File: src/rtl/alu_pkg.sv
// Shared constants and the issue-entry struct for the ALU decode/issue stage.
package alu_pkg;

   localparam logic [3:0] ALU_ADD = 4'd0;
   localparam logic [3:0] ALU_SUB = 4'd1;
   localparam logic [3:0] ALU_SHL = 4'd2;
   localparam logic [3:0] ALU_SHR = 4'd3;
   localparam logic [3:0] ALU_NOT = 4'd4;
   localparam logic [3:0] ALU_AND = 4'd5;
   localparam logic [3:0] ALU_OR  = 4'd6;
   localparam logic [3:0] ALU_XOR = 4'd7;

   localparam logic [6:0] OPC_OP     = 7'b0110011;
   localparam logic [6:0] OPC_OP_IMM = 7'b0010011;
   localparam logic [6:0] OPC_LUI    = 7'b0110111;
   localparam logic [6:0] OPC_AUIPC  = 7'b0010111;

   localparam logic [2:0] F3_ADD_SUB = 3'b000;
   localparam logic [2:0] F3_SLL     = 3'b001;
   localparam logic [2:0] F3_SLT     = 3'b010;
   localparam logic [2:0] F3_SLTU    = 3'b011;
   localparam logic [2:0] F3_XOR     = 3'b100;
   localparam logic [2:0] F3_SRL_SRA = 3'b101;
   localparam logic [2:0] F3_OR      = 3'b110;
   localparam logic [2:0] F3_AND     = 3'b111;

   localparam logic [6:0] F7_ZERO = 7'b0000000;
   localparam logic [6:0] F7_ALT  = 7'b0100000;

   typedef enum logic [1:0] {
      ST_EMPTY = 2'd0,
      ST_ONE   = 2'd1,
      ST_TWO   = 2'd2
   } skid_state_e;

   typedef struct packed {
      logic [3:0]  op;
      logic [31:0] operand0;
      logic [31:0] operand1;
      logic [4:0]  rd;
      logic        wb;
      logic        illegal;
   } alu_issue_t;

endpackage

File: src/rtl/alu_issue_decode.sv
// Combinational RV32I decode into an ALU issue entry; unsupported encodings
// come out flagged illegal with zero op/operands and no write-back.
module alu_issue_decode
   import alu_pkg::*;
(
   input  logic [31:0] i_instr,
   input  logic [31:0] i_pc,
   input  logic [31:0] i_rs1_data,
   input  logic [31:0] i_rs2_data,
   output logic [4:0]  o_rs1_addr,
   output logic [4:0]  o_rs2_addr,
   output alu_issue_t  o_issue
);

   logic [6:0]  w_opcode;
   logic [2:0]  w_f3;
   logic [6:0]  w_f7;
   logic [4:0]  w_rd;
   logic [31:0] w_imm_i;
   logic [31:0] w_imm_u;
   logic [31:0] w_shamt;
   logic [3:0]  w_op;
   logic [31:0] w_opnd0;
   logic [31:0] w_opnd1;
   logic        w_legal;

   assign w_opcode   = i_instr[6:0];
   assign w_rd       = i_instr[11:7];
   assign w_f3       = i_instr[14:12];
   assign w_f7       = i_instr[31:25];
   assign o_rs1_addr = i_instr[19:15];
   assign o_rs2_addr = i_instr[24:20];
   assign w_imm_i    = {{20{i_instr[31]}}, i_instr[31:20]};
   assign w_imm_u    = {i_instr[31:12], 12'b0};
   assign w_shamt    = {27'b0, i_instr[24:20]};

   always_comb begin
      w_op    = ALU_ADD;
      w_opnd0 = i_rs1_data;
      w_opnd1 = i_rs2_data;
      w_legal = 1'b0;
      case (w_opcode)
         OPC_OP: begin
            case (w_f3)
               F3_ADD_SUB: begin
                  w_legal = (w_f7 == F7_ZERO) || (w_f7 == F7_ALT);
                  w_op    = (w_f7 == F7_ALT) ? ALU_SUB : ALU_ADD;
               end
               F3_SLL:     begin w_op = ALU_SHL; w_legal = (w_f7 == F7_ZERO); end
               F3_XOR:     begin w_op = ALU_XOR; w_legal = (w_f7 == F7_ZERO); end
               F3_SRL_SRA: begin w_op = ALU_SHR; w_legal = (w_f7 == F7_ZERO); end
               F3_OR:      begin w_op = ALU_OR;  w_legal = (w_f7 == F7_ZERO); end
               F3_AND:     begin w_op = ALU_AND; w_legal = (w_f7 == F7_ZERO); end
               default:    w_legal = 1'b0;
            endcase
         end
         OPC_OP_IMM: begin
            w_opnd1 = w_imm_i;
            case (w_f3)
               F3_ADD_SUB: begin w_op = ALU_ADD; w_legal = 1'b1; end
               F3_XOR:     begin w_op = ALU_XOR; w_legal = 1'b1; end
               F3_OR:      begin w_op = ALU_OR;  w_legal = 1'b1; end
               F3_AND:     begin w_op = ALU_AND; w_legal = 1'b1; end
               F3_SLL: begin
                  w_op    = ALU_SHL;
                  w_opnd1 = w_shamt;
                  w_legal = (w_f7 == F7_ZERO);
               end
               F3_SRL_SRA: begin
                  w_op    = ALU_SHR;
                  w_opnd1 = w_shamt;
                  w_legal = (w_f7 == F7_ZERO);
               end
               default: w_legal = 1'b0;
            endcase
         end
         OPC_LUI: begin
            w_opnd0 = '0;
            w_opnd1 = w_imm_u;
            w_legal = 1'b1;
         end
         OPC_AUIPC: begin
            w_opnd0 = i_pc;
            w_opnd1 = w_imm_u;
            w_legal = 1'b1;
         end
         default: w_legal = 1'b0;
      endcase
   end

   always_comb begin
      o_issue         = '0;
      o_issue.rd      = w_rd;
      o_issue.illegal = !w_legal;
      o_issue.wb      = w_legal && (w_rd != 5'd0);
      if (w_legal) begin
         o_issue.op       = w_op;
         o_issue.operand0 = w_opnd0;
         o_issue.operand1 = w_opnd1;
      end
   end

endmodule

File: src/rtl/alu_issue.sv
// RV32I decode/issue stage feeding the integer ALU from a registered output.
// ALU_ISSUE_SKID_EN selects a 2-entry skid buffer with a registered in_ready.
//
// state    | meaning
// ST_EMPTY | nothing held, out_valid low
// ST_ONE   | main register holds the issued entry
// ST_TWO   | main issued, skid holds the next entry, in_ready low
module alu_issue
   import alu_pkg::*;
#(
   parameter int XLEN = 32
) (
   input  logic            i_clk,
   input  logic            i_rst,
   input  logic            i_in_valid,
   output logic            o_in_ready,
   input  logic [XLEN-1:0] i_in_instr,
   input  logic [XLEN-1:0] i_in_pc,
   output logic [4:0]      o_rs1_addr,
   output logic [4:0]      o_rs2_addr,
   input  logic [XLEN-1:0] i_rs1_data,
   input  logic [XLEN-1:0] i_rs2_data,
   output logic            o_out_valid,
   input  logic            i_out_ready,
   output logic [3:0]      o_out_op,
   output logic [XLEN-1:0] o_out_operand0,
   output logic [XLEN-1:0] o_out_operand1,
   output logic [4:0]      o_out_rd,
   output logic            o_out_wb,
   output logic            o_out_illegal
);

   alu_issue_t w_dec;
   alu_issue_t r_main;
   logic       r_out_valid;
   logic       w_accept;
   logic       w_drain;

   alu_issue_decode u_decode (
      .i_instr    (i_in_instr),
      .i_pc       (i_in_pc),
      .i_rs1_data (i_rs1_data),
      .i_rs2_data (i_rs2_data),
      .o_rs1_addr (o_rs1_addr),
      .o_rs2_addr (o_rs2_addr),
      .o_issue    (w_dec)
   );

   assign w_drain = r_out_valid && i_out_ready;

`ifdef ALU_ISSUE_SKID_EN
   skid_state_e r_state;
   alu_issue_t  r_skid;
   logic        r_in_ready;

   assign o_in_ready = r_in_ready;
   assign w_accept   = i_in_valid && r_in_ready;

   // in_ready is updated in each branch to the value (next state != TWO)
   always_ff @(posedge i_clk or posedge i_rst) begin
      if (i_rst) begin
         r_state     <= ST_EMPTY;
         r_out_valid <= 1'b0;
         r_in_ready  <= 1'b1;
         r_main      <= '0;
         r_skid      <= '0;
      end else begin
         case (r_state)
            ST_EMPTY: begin
               if (w_accept) begin
                  r_main      <= w_dec;
                  r_out_valid <= 1'b1;
                  r_state     <= ST_ONE;
               end
            end
            ST_ONE: begin
               if (w_accept && w_drain) begin
                  r_main <= w_dec;
               end else if (w_drain) begin
                  r_out_valid <= 1'b0;
                  r_state     <= ST_EMPTY;
               end else if (w_accept) begin
                  r_skid     <= w_dec;
                  r_in_ready <= 1'b0;
                  r_state    <= ST_TWO;
               end
            end
            ST_TWO: begin
               if (w_drain) begin
                  r_main     <= r_skid;
                  r_in_ready <= 1'b1;
                  r_state    <= ST_ONE;
               end
            end
            default: begin
               r_state     <= ST_EMPTY;
               r_out_valid <= 1'b0;
               r_in_ready  <= 1'b1;
            end
         endcase
      end
   end
`else
   assign o_in_ready = !r_out_valid || i_out_ready;
   assign w_accept   = i_in_valid && o_in_ready;

   always_ff @(posedge i_clk or posedge i_rst) begin
      if (i_rst) begin
         r_out_valid <= 1'b0;
         r_main      <= '0;
      end else if (w_accept) begin
         r_main      <= w_dec;
         r_out_valid <= 1'b1;
      end else if (w_drain) begin
         r_out_valid <= 1'b0;
      end
   end
`endif

   assign o_out_valid    = r_out_valid;
   assign o_out_op       = r_main.op;
   assign o_out_operand0 = r_main.operand0;
   assign o_out_operand1 = r_main.operand1;
   assign o_out_rd       = r_main.rd;
   assign o_out_wb       = r_main.wb;
   assign o_out_illegal  = r_main.illegal;

endmodule
File: config.mk
export PLATFORM = sky130hd
export DESIGN_NAME = alu_issue
export DESIGN_NICKNAME = d
export VERILOG_FILES = /design/src/rtl/alu_pkg.sv /design/src/rtl/alu_issue_decode.sv /design/src/rtl/alu_issue.sv
export SDC_FILE = /design/constraint.sdc
export NUM_CORES = 1
export LEC_CHECK = 0
export CAP_MARGIN = 15
export CORE_MARGIN = 4
export CORE_UTILIZATION = 30
export DETAILED_ROUTE_END_ITERATION = 10
export GPL_ROUTABILITY_DRIVEN = 0
export GPL_TIMING_DRIVEN = 0
export HOLD_SLACK_MARGIN = 0.05
export SLEW_MARGIN = 20
export SYNTH_ARGS = -nofsm -noshare
export SYNTH_HDL_FRONTEND = slang
export SYNTH_SLANG_ARGS = --single-unit
export TNS_END_PERCENT = 30
File: constraint.sdc
create_clock -name i_clk -period 3.7 [get_ports i_clk]
set_input_delay 0.925 -clock i_clk [delete_from_list [all_inputs] [get_ports i_clk]]
set_output_delay 0.925 -clock i_clk [all_outputs]
set_load 0.05 [all_outputs]
* Word level (Yosys, flattened, before mapping)
Index checks and enable logic that the tools add are counted.
** Word-level totals
- Flip-flop bits (word level) :: 76
- Bits of input ports :: 132
- Output and inout bits :: 87
- Word-level logic and storage cells :: 45
** Cells by class
- Equality and inequality tests :: 10
- Mux-type cells :: 13
- Reduce and logical (&&, ||, !) cells :: 15
** Operators with widths (count)
- one-hot mux 32 bit (2 select lines) :: 2
- 2-to-1 mux 68 bit :: 1
- 2-to-1 mux 32 bit :: 1
- one-hot mux 4 bit (6 select lines) :: 1
- == test 7 x 6 -> 1 bit (second input constant) :: 3
- one-hot mux 3 bit (5 select lines) :: 1
- == test 7 x 5 -> 1 bit (second input constant) :: 2
- == test 3 bit (second input constant) :: 4
- one-hot mux 4 bit (2 select lines) :: 1
- logical NOT 7 bit :: 1
- nonzero test 5 bit :: 1
- OR reduction 5 bit :: 1
- one-hot mux 1 bit (2 select lines) :: 2
- OR reduction 2 bit :: 2
- OR reduction 4 bit :: 1
- == test 3 x 1 -> 1 bit (second input constant) :: 1
- logical AND 1 bit :: 3
- logical NOT 3 bit :: 1
- 2-to-1 mux 1 bit :: 3
- one-hot mux 1 bit (3 select lines) :: 1
- logical NOT 1 bit :: 2
- logical OR 1 bit :: 2
- nonzero test 2 bit :: 1

* Logic depth before layout (Yosys ltp)
- Depth after elaboration :: 5
- Mapped depth :: 7
- Gate-level depth less buffers :: 5

* Hierarchy
Synthesis repeated with hierarchy kept, for this count alone.
** Second synthesis, totals
- Cells, all modules :: 342
- Area, all modules :: 4311.6 µm²
** By module, submodules not included
- alu_issue :: times used 1, cells each 163, area each 3094.2 µm², seq. area each 1901.8 µm²
- alu_issue_decode :: times used 1, cells each 179, area each 1217.4 µm², seq. area each 0.0 µm²

* Worst setup path after synthesis
OpenSTA, ideal clock, no wires.
- Path kind :: input-to-reg
- From :: input port i_in_instr[26]
- To :: register r_main (netlist bit o_out_illegal)
- Library setup time :: 0.118 ns
- Arrival time :: 2.564 ns
- Required time :: 3.582 ns
- Slack :: 1.018 ns
- Cell stages on the path :: 6
- Path buffers :: 1
- Cell sequence :: or4_4 o41a_1 o41ai_2 a21oi_2 buf_6 a21o_1
** Between the ends
- Longest elaborated chain between the ends :: 5
- Elaborated cells between the ends (all ways) :: 7
- Classes of those cells :: eq/ne: 1; mux: 3; reduce/logical: 3
** Ends and longest elaborated chain
- start: declaration :: RTL line alu_issue.sv:17 : input logic [XLEN-1:0] i_in_instr,
- == test 7 x 6 -> 1 bit or logical NOT 7 bit (tied branches) :: RTL line alu_issue_decode.sv:46, alu_issue_decode.sv:49, alu_issue_decode.sv:50
- logical OR 1 bit :: RTL line alu_issue_decode.sv:46 : w_legal = (w_f7 == F7_ZERO) || (w_f7 == F7_ALT);
- one-hot mux 1 bit (2 select lines) :: RTL line alu_issue_decode.sv:44 : case (w_f3)
- one-hot mux 1 bit (3 select lines) * :: RTL line alu_issue_decode.sv:42 : case (w_opcode)
- logical NOT 1 bit * :: RTL line alu_issue_decode.sv:94 : o_issue.illegal = !w_legal;
- end signal: assignment :: RTL line alu_issue.sv:112 : r_main <= w_dec;
- end: declaration :: RTL line alu_issue.sv:34 : alu_issue_t r_main;
Every way passes the cells marked *; elsewhere a longest branch is shown, timed or not.
A chain may end at the register's enable or synchronous reset.

* Final worst setup path
- From :: input port i_in_instr[20]
- To :: output port o_rs2_addr[0]
** RTL lines
- end: declaration :: RTL line alu_issue.sv:20 : output logic [4:0] o_rs2_addr,
No word-level cell between the ends.

==> out/qor_table.md <==
| Item | This run |
|:---|:---|
| Final layout net count | 795 |
| Area grow syn2layout | 65.5% |
| Hold-fix buffer count after cts | 0 |
| First drt pass iteration count | 4 |
| Leading cell types by total area after synthesis | dfrtp_1 46%, mux2i_1 7.8%, nand2_1 7.3% |
| Buffers & Inverters on Critical Path | 3 |
| Number of H-tree branching levels | 3 |
| Violation count after the first detailed-route iteration | 185 |
| Clock input transition at the sequential cells of the worst setup and hold paths | 0.06 ns |
| Number of filler instances in the final layout | 1,266 |
| Routed WL | 14,800 um |
| Die X-Extent | 125 um |
| Shortest period the worst path allows | 3.30 ns |
| Syn_area_per_cell | 9.45 um2 |
| Areal power density over the cells | 353 mW/mm2 |
| Area enclosed by the die boundary | 0.0156 mm2 |
| Cell with the most instances on the worst path | clkdlybuf4s50_1 |
| Detail Route Antenna Nets | 0 |
| Total via count after detailed routing | 4,188 |
| Count of antenna diodes in the layout | 0 |
| Total global-route track usage | 18.6% |
| Top library cells by usage in the layout, fill and taps aside | 216 x clkdlybuf4s50_1, 80 x nand2_1, 75 x dfrtp_1 |
| Root buf cell | clkbuf_16 |
| Highest ir drop seen on vdd | 0.183 mV |
| Cell with the largest stage delay on the worst path | clkdlybuf4s50_1 |
| FMAX | 303 MHz |
| Effective utilization at floorplan | 30.8% |
| Number of distinct library cells after synthesis | 39 |
| Clock buffer count from CTS | 9 |
| Register bit count reported by yosys | 75 |
| Type of element capturing the critical path | output pin |
| Clock Latency Late Sink | 0.33 ns |
| Layout Utilization | 50.9% |
| Storage element area | 0.00188 mm2 |
| Remaining routing DRC violations | 0 |
| Setup slack of the critical path after layout | 0.401 ns |
| Antenna violations before repair | 0 |
| Dominant delay contributor by cell family on the critical path | buffers and inverters |
| HP Class | reg2reg |
| Final count of negative-setup-slack endpoints | 0 |
| Detailed Place HPWL | 11,500 um |
| Startpoint type of the worst setup path | input pin |
| TritonCTS clock tree | yes |
| Via count of the first global-routing pass | 4,325 |
| Final Max Tran Viols | 0 |
| Setup fix buffers added after clock tree synthesis | 0 |
| Data arrival time at the worst-slack endpoint | 2.37 ns |
| Library cell with the largest summed area after synthesis | dfrtp_1 |
| Leakage power | 0.00268 uW |
| Proportion of netlist area held by the largest area contributor | 45.7% |
| Overflow after GRT | 0 |
| Pin count of the biggest net entering global routing | 48 |
| Critical Path, Cell by Cell | clkdlybuf4s50_1 -> buf_4 -> clkdlybuf4s50_1 |
| Core Footprint | 0.0133 mm2 |
| Sinks on Clock Net | 75 |
| Area of the multi-input gates | 0.00197 mm2 |
| # resized after CTS | 0 |
| Run status | complete, no violations |
| Largest fanout of any net on the critical path | 3 |
| Layout Skew | 0.00902 ns |
| I/O pin cnt | 219 |
| Worst slack at placement | 0.134 ns |
| Die span in y | 125 um |
| Synth Flop Type | dfrtp_1 |
| Sequential share of the synthesized area | 45.7% |
| Yosys Warn Count | 0 |
| Slowest stage delay, CP | 0.80 ns |
| Max Cap Violations | 0 |
| Fraction of registers with async set/reset | 100% |
| Data required time at the worst endpoint | 2.77 ns |
| Most common library cell in the layout ignoring fill and taps | clkdlybuf4s50_1 |
| Cell count after synthesis | 435 |
| Average wire per standard cell | 17.5 um |
| Share of the clock period used by the worst path after layout | 89.2% |
| Least-Margin Pin Slew | 0.929 ns |
| Ratio of cells with drive above 1 in the final layout | 8.08% |
| Number of vias per cell after detailed routing | 4.96 |
| Number of enable-type register cells in the synthesized netlist | 0 |
| Number of buffers on the longest clock path | 2 |
| Post-Syn Nets | 567 |
| Netlist area before placement | 0.00411 mm2 |
| Final setup TNS | 0 ns |
| Number of cell rows | 42 |
| Critical setup path kind | in2out |
| Hold violation total from the final report | 0 |
| Slew headroom | 37.6% |
| Wire length of the first global-routing pass | 23,300 um |
| PortBufs | 216 |
| Setup repair after global routing missed its margin | no |
-- state kept, by name, indices dropped and copies added, names as in the netlist --
register	count
o_out_operand0	32
o_out_rd	5
o_out_operand1	32
o_out_op	3
o_out_illegal	1
o_out_wb	1
o_out_valid	1
-- Yosys cell counts, drive strengths merged, types with 9 or more instances --
cell and n:
nand2 80, dfrtp 75, o31ai 42, nor2b 34, mux2i 32, clkbuf 25, nor2 25, buf 21
nor3 19, a221oi 15, o21ai 10, a21oi 9
-- kinds of logic (layout without fill, tap and decap cells) --
| family | Yosys count | count (layout) | share of synthesized area (%) |
|---|---|---|---|
| multiplexers | 32 | 32 | 7.80 |
| buffers and inverters | 50 | 283 | 6.46 |
| other | 1 | 1 | 0.0913 |
| AND/OR/NAND/NOR | 179 | 179 | 21.1 |
| AO/OA/AOI/OAI | 98 | 98 | 18.9 |
| flip-flops | 75 | 75 | 45.7 |
-- final cells by class --
type                       count  area share, %
sequential                    75           27.6
clock buffer                  10           3.51
multi-input combinational    310           28.9
tap                          176           3.24
inverter                       4          0.258
timing repair buffer         217           32.2
buffer                        46           3.68
clock inverter                 6          0.589
-- through the flow --
step           std cells  total power (uW)  cell area, um2  hold slack (ns)
2_1_floorplan        435              1270            4110            0.745
3_3_place_gp         827              1590            6490            0.460
3_5_place_dp         828              1590            6520            0.463
4_1_cts              844              2430            6800            0.476
5_1_grt              844              2510            6800            0.491
6_report             844              2400            6800            0.473
-- worst paths after layout --
kind | start | slack, ns | depth (start not counted) | endpoint
setup / recovery | i_in_instr[20] | 0.40 | 3 | o_rs2_addr[0]
hold / removal | o_out_rd[4] | 0.47 | 2 | o_out_rd[4]
setup reg to reg | o_out_valid | 1.60 | 6 | o_out_operand1[0]
hold reg to reg | o_out_rd[4] | 0.47 | 2 | o_out_rd[4]
max in group asynchronous | i_rst | 2.19 | 3 | o_out_operand1[10]
min in group asynchronous | i_rst | 0.94 | 2 | o_out_operand1[17]
-- routing by layer --
metal / share of wire [%] / track usage (%)
met4: 1.6 / 5.68
met2: 48 / 30.2
met3: 7.4 / 5.37
met1: 43 / 24.2
met5: 0 / 0
-- power breakdown --
| part | leakage (uW) | switching, uW | total [uW] | internal, uW |
|---|---|---|---|---|
| Combinational | 0.00155 | 394 | 682 | 288 |
| Sequential | 0.00100 | 26.0 | 894 | 868 |
| Clock | 0.000139 | 352 | 824 | 472 |
-- worst min-delay path, delay by kind of cell, from the launching register on --
family	cells	cell delay, ns
flip-flops	1	0.34
AND/OR/NAND/NOR	2	0.11
Power figures use the tool's default switching activity.
